<file path="config.mk">
export PLATFORM = sky130hd
export DESIGN_NAME = regfile_mp_flat
export DESIGN_NICKNAME = d
export VERILOG_FILES = /design/src/rtl/regfile_pkg.sv /design/src/rtl/regfile_mp_if.sv /design/src/rtl/regfile_rd_port.sv /design/src/rtl/regfile_mp.sv /design/src/flat_wrapper.sv
export SDC_FILE = /design/constraint.sdc
export NUM_CORES = 2
export LEC_CHECK = 0
export BUFFER_PORTS_ARGS = -buffer_cell sky130_fd_sc_hd__buf_2
export CAP_MARGIN = 20
export CORE_UTILIZATION = 40
export DETAILED_ROUTE_END_ITERATION = 16
export PLACE_DENSITY_LB_ADDON = 0.2
export SYNTH_ARGS = -nofsm -noshare
export SYNTH_HDL_FRONTEND = slang
export SYNTH_SLANG_ARGS = --single-unit
</file>
<file path="constraint.sdc">
create_clock -name clk -period 3.4 [get_ports clk]
set_input_delay 0.68 -clock clk [delete_from_list [all_inputs] [get_ports clk]]
set_output_delay 0.68 -clock clk [all_outputs]
set_load 0.05 [all_outputs]
</file>
<file path="src/rtl/regfile_pkg.sv">
// Shared constants and packed-bus helper for the multi-port register file.
package regfile_pkg;
  localparam int DATA_W_DEF = 32;
  localparam int ADDR_W_DEF = 5;
  localparam int ZERO_ADDR  = 0;
  localparam int FIELD_MAX  = 64;
  localparam int BUS_MAX    = 256;

  // Field k of width w from a packed bus, zero-extended to FIELD_MAX bits.
  function automatic logic [FIELD_MAX-1:0] port_field(input logic [BUS_MAX-1:0] bus,
                                                      input int k, input int w);
    logic [BUS_MAX-1:0]   shifted;
    logic [FIELD_MAX-1:0] mask;
    shifted = bus >> (k * w);
    mask    = (FIELD_MAX'(1) << w) - FIELD_MAX'(1);
    return shifted[FIELD_MAX-1:0] & mask;
  endfunction
endpackage

</file>
<file path="src/rtl/regfile_mp_if.sv">
// Issue/write-back side bus of the register file; master drives writes and read addresses.
interface regfile_mp_if #(
  parameter int DATA_W = 32,
  parameter int ADDR_W = 5,
  parameter int NUM_RD = 2
);
  logic                     wr0_en;
  logic [ADDR_W-1:0]        wr0_addr;
  logic [DATA_W-1:0]        wr0_data;
  logic                     wr1_en;
  logic [ADDR_W-1:0]        wr1_addr;
  logic [DATA_W-1:0]        wr1_data;
  logic                     busy_set_en;
  logic [ADDR_W-1:0]        busy_set_addr;
  logic [NUM_RD*ADDR_W-1:0] rd_addr;
  logic [NUM_RD*DATA_W-1:0] rd_data;
  logic [NUM_RD-1:0]        rd_busy;
  logic                     waw_err;

  modport master (
    output wr0_en, wr0_addr, wr0_data, wr1_en, wr1_addr, wr1_data,
           busy_set_en, busy_set_addr, rd_addr,
    input  rd_data, rd_busy, waw_err
  );
  modport slave (
    input  wr0_en, wr0_addr, wr0_data, wr1_en, wr1_addr, wr1_data,
           busy_set_en, busy_set_addr, rd_addr,
    output rd_data, rd_busy, waw_err
  );
endinterface

</file>
<file path="src/rtl/regfile_rd_port.sv">
// One read port: wr1 > wr0 > array bypass mux plus pending flag; 0-cycle latency, no backpressure.
module regfile_rd_port
  import regfile_pkg::*;
#(
  parameter int DATA_W   = DATA_W_DEF,
  parameter int ADDR_W   = ADDR_W_DEF,
  parameter int ZERO_REG = 1
) (
  input  logic              rst_n,
  input  logic [ADDR_W-1:0] rd_addr_i,
  input  logic              wr0_en_i,
  input  logic [ADDR_W-1:0] wr0_addr_i,
  input  logic [DATA_W-1:0] wr0_data_i,
  input  logic              wr1_en_i,
  input  logic [ADDR_W-1:0] wr1_addr_i,
  input  logic [DATA_W-1:0] wr1_data_i,
  input  logic [DATA_W-1:0] arr_data_i,
  input  logic              busy_i,
  output logic [DATA_W-1:0] rd_data_o,
  output logic              rd_busy_o
);
  logic hit0, hit1, is_zero;

  assign hit0    = wr0_en_i && (wr0_addr_i == rd_addr_i);
  assign hit1    = wr1_en_i && (wr1_addr_i == rd_addr_i);
  assign is_zero = (ZERO_REG != 0) && (rd_addr_i == ADDR_W'(ZERO_ADDR));

  always_comb begin
    rd_data_o = arr_data_i;
    rd_busy_o = busy_i & ~hit1;
    if (hit1)      rd_data_o = wr1_data_i;
    else if (hit0) rd_data_o = wr0_data_i;
    // Bypass would otherwise leak write-port data while reset is held.
    if (!rst_n || is_zero) begin
      rd_data_o = '0;
      rd_busy_o = 1'b0;
    end
  end
endmodule

</file>
<file path="src/rtl/regfile_mp.sv">
// Multi-port register file with two write ports, same-cycle bypass and busy scoreboard.
// Reads are combinational; writes and busy updates land on the clk rising edge; never stalls.
module regfile_mp
  import regfile_pkg::*;
#(
  parameter int DATA_W   = DATA_W_DEF,
  parameter int ADDR_W   = ADDR_W_DEF,
  parameter int NUM_RD   = 2,
  parameter int ZERO_REG = 1
) (
  input  logic         clk,
  input  logic         rst_n,
  regfile_mp_if.slave  bus
);
  localparam int DEPTH = 2 ** ADDR_W;

  logic [DATA_W-1:0]        mem_q [DEPTH];
  logic [DEPTH-1:0]         busy_q, busy_d;
  logic                     waw_err_q, waw_err_d;
  logic                     wr0_ok, wr1_ok, set_ok;
  logic [NUM_RD*DATA_W-1:0] rd_data_w;
  logic [NUM_RD-1:0]        rd_busy_w;

  assign wr0_ok = bus.wr0_en && !((ZERO_REG != 0) && (bus.wr0_addr == ADDR_W'(ZERO_ADDR)));
  assign wr1_ok = bus.wr1_en && !((ZERO_REG != 0) && (bus.wr1_addr == ADDR_W'(ZERO_ADDR)));
  assign set_ok = bus.busy_set_en &&
                  !((ZERO_REG != 0) && (bus.busy_set_addr == ADDR_W'(ZERO_ADDR)));

  always_comb begin
    busy_d = busy_q;
    if (bus.wr1_en) busy_d[bus.wr1_addr] = 1'b0;
    // A new issue overrides a retirement to the same register.
    if (set_ok) busy_d[bus.busy_set_addr] = 1'b1;
    waw_err_d = waw_err_q;
    if (bus.wr0_en && busy_q[bus.wr0_addr] &&
        !(bus.wr1_en && (bus.wr1_addr == bus.wr0_addr)))
      waw_err_d = 1'b1;
  end

  always_ff @(posedge clk or negedge rst_n) begin
    if (!rst_n) begin
      for (int i = 0; i < DEPTH; i++) mem_q[i] <= '0;
      busy_q    <= '0;
      waw_err_q <= 1'b0;
    end else begin
      if (wr0_ok) mem_q[bus.wr0_addr] <= bus.wr0_data;
      if (wr1_ok) mem_q[bus.wr1_addr] <= bus.wr1_data;
      busy_q    <= busy_d;
      waw_err_q <= waw_err_d;
    end
  end

  for (genvar k = 0; k < NUM_RD; k++) begin : g_rd
    logic [ADDR_W-1:0] addr_k;
    assign addr_k = ADDR_W'(port_field(BUS_MAX'(bus.rd_addr), k, ADDR_W));

    regfile_rd_port #(
      .DATA_W   (DATA_W),
      .ADDR_W   (ADDR_W),
      .ZERO_REG (ZERO_REG)
    ) u_rd_port (
      .rst_n      (rst_n),
      .rd_addr_i  (addr_k),
      .wr0_en_i   (bus.wr0_en),
      .wr0_addr_i (bus.wr0_addr),
      .wr0_data_i (bus.wr0_data),
      .wr1_en_i   (bus.wr1_en),
      .wr1_addr_i (bus.wr1_addr),
      .wr1_data_i (bus.wr1_data),
      .arr_data_i (mem_q[addr_k]),
      .busy_i     (busy_q[addr_k]),
      .rd_data_o  (rd_data_w[k*DATA_W +: DATA_W]),
      .rd_busy_o  (rd_busy_w[k])
    );
  end

  assign bus.rd_data = rd_data_w;
  assign bus.rd_busy = rd_busy_w;
  assign bus.waw_err = waw_err_q;
endmodule

</file>
<file path="src/flat_wrapper.sv">
// flat-port wrapper written by rule: the top's interface ports become plain ports
module regfile_mp_flat import regfile_pkg::*;
#(
  parameter int DATA_W   = DATA_W_DEF,
  parameter int ADDR_W   = ADDR_W_DEF,
  parameter int NUM_RD   = 2,
  parameter int ZERO_REG = 1
)
  (clk, rst_n, bus_wr0_en, bus_wr0_addr, bus_wr0_data, bus_wr1_en, bus_wr1_addr, bus_wr1_data, bus_busy_set_en, bus_busy_set_addr, bus_rd_addr, bus_rd_data, bus_rd_busy, bus_waw_err);
  regfile_mp_if #(.DATA_W(DATA_W), .ADDR_W(ADDR_W), .NUM_RD(NUM_RD)) bus_i ();
  input  logic clk;
  input  logic rst_n;
  input wire logic [$bits(bus_i.wr0_en)-1:0] bus_wr0_en;
  input wire logic [$bits(bus_i.wr0_addr)-1:0] bus_wr0_addr;
  input wire logic [$bits(bus_i.wr0_data)-1:0] bus_wr0_data;
  input wire logic [$bits(bus_i.wr1_en)-1:0] bus_wr1_en;
  input wire logic [$bits(bus_i.wr1_addr)-1:0] bus_wr1_addr;
  input wire logic [$bits(bus_i.wr1_data)-1:0] bus_wr1_data;
  input wire logic [$bits(bus_i.busy_set_en)-1:0] bus_busy_set_en;
  input wire logic [$bits(bus_i.busy_set_addr)-1:0] bus_busy_set_addr;
  input wire logic [$bits(bus_i.rd_addr)-1:0] bus_rd_addr;
  output wire logic [$bits(bus_i.rd_data)-1:0] bus_rd_data;
  output wire logic [$bits(bus_i.rd_busy)-1:0] bus_rd_busy;
  output wire logic [$bits(bus_i.waw_err)-1:0] bus_waw_err;
  assign bus_i.wr0_en = bus_wr0_en;
  assign bus_i.wr0_addr = bus_wr0_addr;
  assign bus_i.wr0_data = bus_wr0_data;
  assign bus_i.wr1_en = bus_wr1_en;
  assign bus_i.wr1_addr = bus_wr1_addr;
  assign bus_i.wr1_data = bus_wr1_data;
  assign bus_i.busy_set_en = bus_busy_set_en;
  assign bus_i.busy_set_addr = bus_busy_set_addr;
  assign bus_i.rd_addr = bus_rd_addr;
  assign bus_rd_data = bus_i.rd_data;
  assign bus_rd_busy = bus_i.rd_busy;
  assign bus_waw_err = bus_i.waw_err;
  regfile_mp #(.DATA_W(DATA_W), .ADDR_W(ADDR_W), .NUM_RD(NUM_RD), .ZERO_REG(ZERO_REG)) u_core (.clk(clk), .rst_n(rst_n), .bus(bus_i));
endmodule
</file>
---- Yosys cells after proc, flatten, opt, wreduce, memory -nomap -nowiden ----
Index checks and enable logic that the tools add are counted.
cells by class
  bitwise gates (word level) .............. 11
  equal/unequal tests ..................... 5
  multiplexer cells ....................... 34
  order comparisons ....................... 13
  reductions and logical operators ........ 26
operators with widths
  cell                number
  $bwmux 1024         2
  $mux 1024           2
  $mux 32             14
  $bmux 32 s5         2
  $demux 32 s5        2
  $and 32x32->32      1
  $not 32->32         1
  $or 32x32->32       1
  $lt 5x6->1 const B  5
  $eq 5x5->1          5
  $logic_not 5->1     5
  $ge 6x6->1 const B  4
  $not 5->6           4
  $bmux 1 s5          3
  $logic_and 1x1->1   14
  $lt 6x1->1 const B  2
  $demux 1 s5         2
  $ge 5x1->1 const B  2
  $mux 1              7
  $logic_not 1->1     5
  $and 1x1->1         2
  $logic_or 1x1->1    2
  $not 1->1           2
word-level totals
  output and inout bits ................... 67
  logic and storage cells ................. 123
  input port bits ......................... 94
  flip-flop bits (word level) ............. 1057

---- Longest topological paths before layout ----
  depth after elaboration ................. 9
  mapped depth ............................ 10
  depth with buffers taken out ............ 5

---- Cells and area by module ----
From an unflattened synthesis, not the netlist that was laid out.
unflattened totals
  cell total of the unflattened synthesis .. 6056
  area, all modules ....................... 67468.5 um^2
by module, submodules not included
  module           area each (um^2)  sequential area each (um^2)  cells an instance  instances
  regfile_mp       64913.5           26450.4                      5706               1
  regfile_rd_port  1277.5            0.0                          175                2

---- Worst setup path after synthesis ----
No wires, ideal clock.
  path type ............................... input -> output
  start point ............................. in bus_rd_addr[5]
  end point ............................... out bus_rd_data[62]
  arrival ................................. 2.772 ns
  stages .................................. 7
  data required time ...................... 2.720 ns
  path slack .............................. -0.052 ns
  buffers on the path ..................... 2
  cell sequence ........................... buf_6 > buf_4 > xor2_1 > nor4_4 > nand3_1 > mux2_1 > o22ai_1
on the way
  cells in the longest elaborated chain, start to end .. 7
  elaborated cells between the ends (all ways) .. 13
  those cells by class .................... 2 x eq/ne; 6 x mux; 1 x bitwise; 4 x reduce/logical
ends and longest elaborated chain
  element                                      line                   text
  start, declared                              flat_wrapper.sv:21     input wire logic [$bits(bus_i.rd_addr)-1:0] bus_rd_addr;
  $not 5->6 (not written as such)              regfile_mp.sv:70       .arr_data_i (mem_q[addr_k]),
  $bmux 32 s5                                  regfile_mp.sv:70
  $mux 32 (not written as such) (2 in series)  regfile_mp.sv:70
  $mux 32                                      regfile_rd_port.sv:32  else if (hit0) rd_data_o = wr0_data_i;
  $mux 32                                      regfile_rd_port.sv:31  if (hit1) rd_data_o = wr1_data_i;
  $mux 32 (*)                                  regfile_rd_port.sv:34  if (!rst_n || is_zero) begin
  end, declared                                flat_wrapper.sv:22     output wire logic [$bits(bus_i.rd_data)-1:0] bus_rd_data;
Mark *: on every way between the ends. The rest lies on a longest branch, timed or not. The select of a mux whose other input is x is not followed.

---- Worst setup path in the final report ----
  start point ............................. in bus_wr1_addr[3]
  end point ............................... out bus_rd_data[6]
on the way
  cells in the longest elaborated chain, start to end .. 4
ends and longest elaborated chain
  element            line                   text
  start, declared    flat_wrapper.sv:17     input wire logic [$bits(bus_i.wr1_addr)-1:0] bus_wr1_addr;
  $eq 5x5->1         regfile_rd_port.sv:25  assign hit1 = wr1_en_i && (wr1_addr_i == rd_addr_i);
  $logic_and 1x1->1  regfile_rd_port.sv:25
  $mux 32            regfile_rd_port.sv:31
  $mux 32            regfile_rd_port.sv:34
Every way passes these cells.

==> impl_metrics.env <==
export IMPL_status="finished with violations"
export IMPL_violations="setup timing"
export IMPL_cts_sinks=1057
export IMPL_ctsLongestPathBuffers=3
export IMPL_fin_crit_ns=3.52
export IMPL_max_stage_delay_ns=0.27
export IMPL_cts_tree="yes"
export IMPL_p_leak_nw=35.6
export IMPL_post_dp_cell_area_um2=74500
export IMPL_fill_cells=14500
export IMPL_drtIter0Drc=8172
export IMPL_total_power_mw=46.7
export IMPL_seq_power_share_pct=39.9
export IMPL_r2r_cells=4
export IMPL_synthXorXnorAreaFrac_pct=0.325
export IMPL_path_max_fanout=11
export IMPL_syn_nets=6313
export IMPL_final_common_cell="mux2i_1"
export IMPL_path_cells="buf_2 > xor2_2 > nor4_4 > buf_4 > buf_6 > a31oi_4 > buf_12 > buf_12 > nand4_1 > nand3_2 > buf_12"
export IMPL_port_buffers=160
export IMPL_viasPerCell=6.62
export IMPL_synth_top_family_by_area="multiplexers"
export IMPL_syn_inst=6219
export IMPL_clock_latency_ns=0.79
export IMPL_nets=6398
export IMPL_crit_required_ns=2.72
export IMPL_grtUsageTotal_pct=35.4
export IMPL_reg2reg_slack_ns=1.79
export IMPL_power_frac_clock_pct=32.5
export IMPL_start_util_pct=40.3
export IMPL_netSwitchingPower_mw=14.8
export IMPL_dr_total_vias=57200
export IMPL_dpl_cell_count=8263
export IMPL_cts_buffers_inserted=130
export IMPL_synth_mux_area_share_pct=36.2
export IMPL_antenna_found_initial=18
export IMPL_routedWlPerCell_um=35.4
export IMPL_fmax_mhz=284
export IMPL_first_pass_iters=6
export IMPL_die_x_um=412
export IMPL_timing_hold_ws_ns=0.108
export IMPL_tightest_slew_ns=1.08
export IMPL_hold_viol=0
export IMPL_slew_viol_final=0
export IMPL_crit_slowest_cell="buf_12"
export IMPL_finalWirelength_um=306000
export IMPL_synthToLayoutAreaGrowth_pct=22.1
export IMPL_synthAdderAreaFrac_pct=0
export IMPL_globalplace_congestion=0.931
export IMPL_synthArstFlopShare_pct=100
export IMPL_fin_setup_tns_ns=-2.68
export IMPL_start_kind="input pin"
export IMPL_synth_area_um2=67300
export IMPL_place_ws_ns=-0.442
export IMPL_crit_reg2reg_launch="u_core.busy_q[11]"
export IMPL_crit_type="in -> out"
export IMPL_crit_arrival_ns=2.84
export IMPL_hold_path_class="in -> async"
export IMPL_crit_path_end_kind="output port"
export IMPL_dp_hpwl_um=187000
export IMPL_power_density_nw_per_um2=568
export IMPL_num_rows=150
export IMPL_ys_types=62
export IMPL_grt_max_degree=174
export IMPL_die_h_um=412
export IMPL_synth_ff_type="dfrtp_1"
export IMPL_ys_seq_elements=1057
export IMPL_path_delay_family="buffers and inverters"
export IMPL_cts_htree_levels=4
export IMPL_fin_skew_ns=0.0174
export IMPL_fin_util_pct=49.2
export IMPL_drive_gt1_share_pct=28.5
export IMPL_grt_pass1_vias=54400
export IMPL_syn_area_per_cell_um2=10.8
export IMPL_peakVddDrop_mv=0.559
export IMPL_swShare_pct=31.7
export IMPL_drc=0
export IMPL_final_area_um2=82200
export IMPL_finalNonFillerCells=8634
export IMPL_cts_root_buf="clkbuf_16"
export IMPL_setup_slack_ns=-0.124
export IMPL_final_cell_mix="mux2i_1, dfrtp_1, mux4_2"
export IMPL_max_slew_margin_pct=27.7
export IMPL_fin_crit_sh_pct=104
export IMPL_ant_nets=0
export IMPL_path_clk_slew_ns=0.06
export IMPL_synth_edf_count=0
export IMPL_internal_power_mw=31.9
export IMPL_rsz0062_at_grt="true"
export IMPL_finalSetupViolCount=55
export IMPL_crit_path_frequent_cell="buf_12"
export IMPL_synth_compound_gate_area_share_pct=9.96
export IMPL_maxCapViolations=0
export IMPL_comb_power_share_pct=27.6
export IMPL_synth_simple_gate_area_share_pct=8.69
export IMPL_grt_pass1_wl_um=425000
export IMPL_synth_warnings=0
export IMPL_io_pins=161
export IMPL_path_buf_inv=6
export IMPL_r2r_end="u_core.bus.waw_err"
export IMPL_core_um2=167000
export IMPL_dieArea_um2=170000
export IMPL_overflow=0
export IMPL_ys_seq_area_share_pct=39.3
cell usage after synthesis (3+ instances only):
cell type / count / area [um^2]
a21oi_1: 514 / 2570
a221oi_1: 4 / 35.0
a22oi_1: 41 / 308
a32oi_1: 95 / 832
and2_1: 3 / 18.8
and3_1: 4 / 25.0
and3b_1: 3 / 26.3
buf_1: 75 / 282
buf_2: 203 / 1020
buf_4: 50 / 375
buf_6: 14 / 158
clkbuf_1: 495 / 1860
dfrtp_1: 1057 / 26500
inv_1: 9 / 33.8
mux2i_1: 1090 / 10900
mux4_2: 597 / 13400
nand2_1: 543 / 2040
nand2b_1: 5 / 31.3
nand3_1: 113 / 566
nand3b_1: 5 / 37.5
nand4_1: 76 / 475
nand4b_1: 12 / 105
nor2_1: 532 / 2000
nor2_2: 11 / 68.8
nor2_4: 4 / 45.0
nor2b_1: 6 / 37.5
nor3_1: 17 / 85.1
nor3b_1: 5 / 37.5
o211ai_1: 4 / 30.0
o21ai_0: 354 / 1770
o21ai_1: 208 / 1040
or2_1: 5 / 31.3
or3_1: 5 / 31.3
xnor2_1: 8 / 70.1
xor2_1: 17 / 149
logic make-up (layout without fill, tap and decap cells):
kind of cell / Yosys count / in the layout
and+or+nand+nor: 1366 / 1366
DFF: 1057 / 1057
other: 0 / 21
buffers and inverters: 849 / 1039
AOI/OAI and AO/OA: 1233 / 1233
muxes: 1689 / 1689
xor gates and xnor gates: 25 / 25
flip-flops by register name (all words and copies together), names as in the netlist:
signal	cells
u_core.mem_q	1024
u_core.busy_q	32
u_core.bus.waw_err	1
per-layer routing:
layer	vias to the layer above	track usage (%)	part of all wire (%)
met3	1036	10.8	12
met2	4054	51.2	43
met1	29000	47.0	38
met4	14	20.2	6.9
met5	-	0	0.029
li1	23100	-	-
area by class of cell:
class / count / area [um^2] / area share [%]
antenna: 21 / 52.6 / 0.0639
clock buffer: 196 / 3970 / 4.83
clock inverter: 41 / 627 / 0.763
inverter: 12 / 50.0 / 0.0609
multi-input combinational: 4313 / 38700 / 47.1
sequential: 1057 / 26500 / 32.2
tap: 2204 / 2760 / 3.35
timing repair buffer: 790 / 9610 / 11.7
worst reg2reg max path, delay by kind of cell (launching register included):
kind	cells	cell delay, ns
compound gates	1	0.07
mux	3	1.01
flops	1	0.42
how the worst max path moves through the flow:
stage | startpoint | end | slack (ns) | cells after the start
4_1_cts | u_core.mem_q[516] | bus_rd_data[4] | -0.11 | 5
2_1_floorplan | bus_rd_addr[2] | bus_rd_data[19] | 0.03 | 7
6_report | bus_wr1_addr[3] | bus_rd_data[6] | -0.12 | 11
3_3_place_gp | bus_rd_addr[0] | bus_rd_data[3] | -0.41 | 10
5_1_grt | u_core.mem_q[882] | bus_rd_data[50] | -0.14 | 5
3_5_place_dp | bus_rd_addr[0] | bus_rd_data[3] | -0.44 | 10
power by group through the flow:
stage	sequential (mW)	clock [mW]	combinational (mW)
finish	18.6	15.2	12.9
global route	18.9	15.7	13.7
CTS	18.4	15.2	12.6
detailed placement	18.6	0	12.3
global placement	18.5	0	12.0
floorplan	17.6	0	8.74
repair_timing:
item / in CTS / in global routing
hold buffers: 1 / 0
pin swaps: 46 / 62
resized for setup: 185 / 89
endpoints found under the hold margin: 15 / 0
cloned: 16 / 17
endpoints found under the setup margin: 65 / 65
setup buffers: 52 / 35
Note: power is estimated with default switching activity, not from simulation.
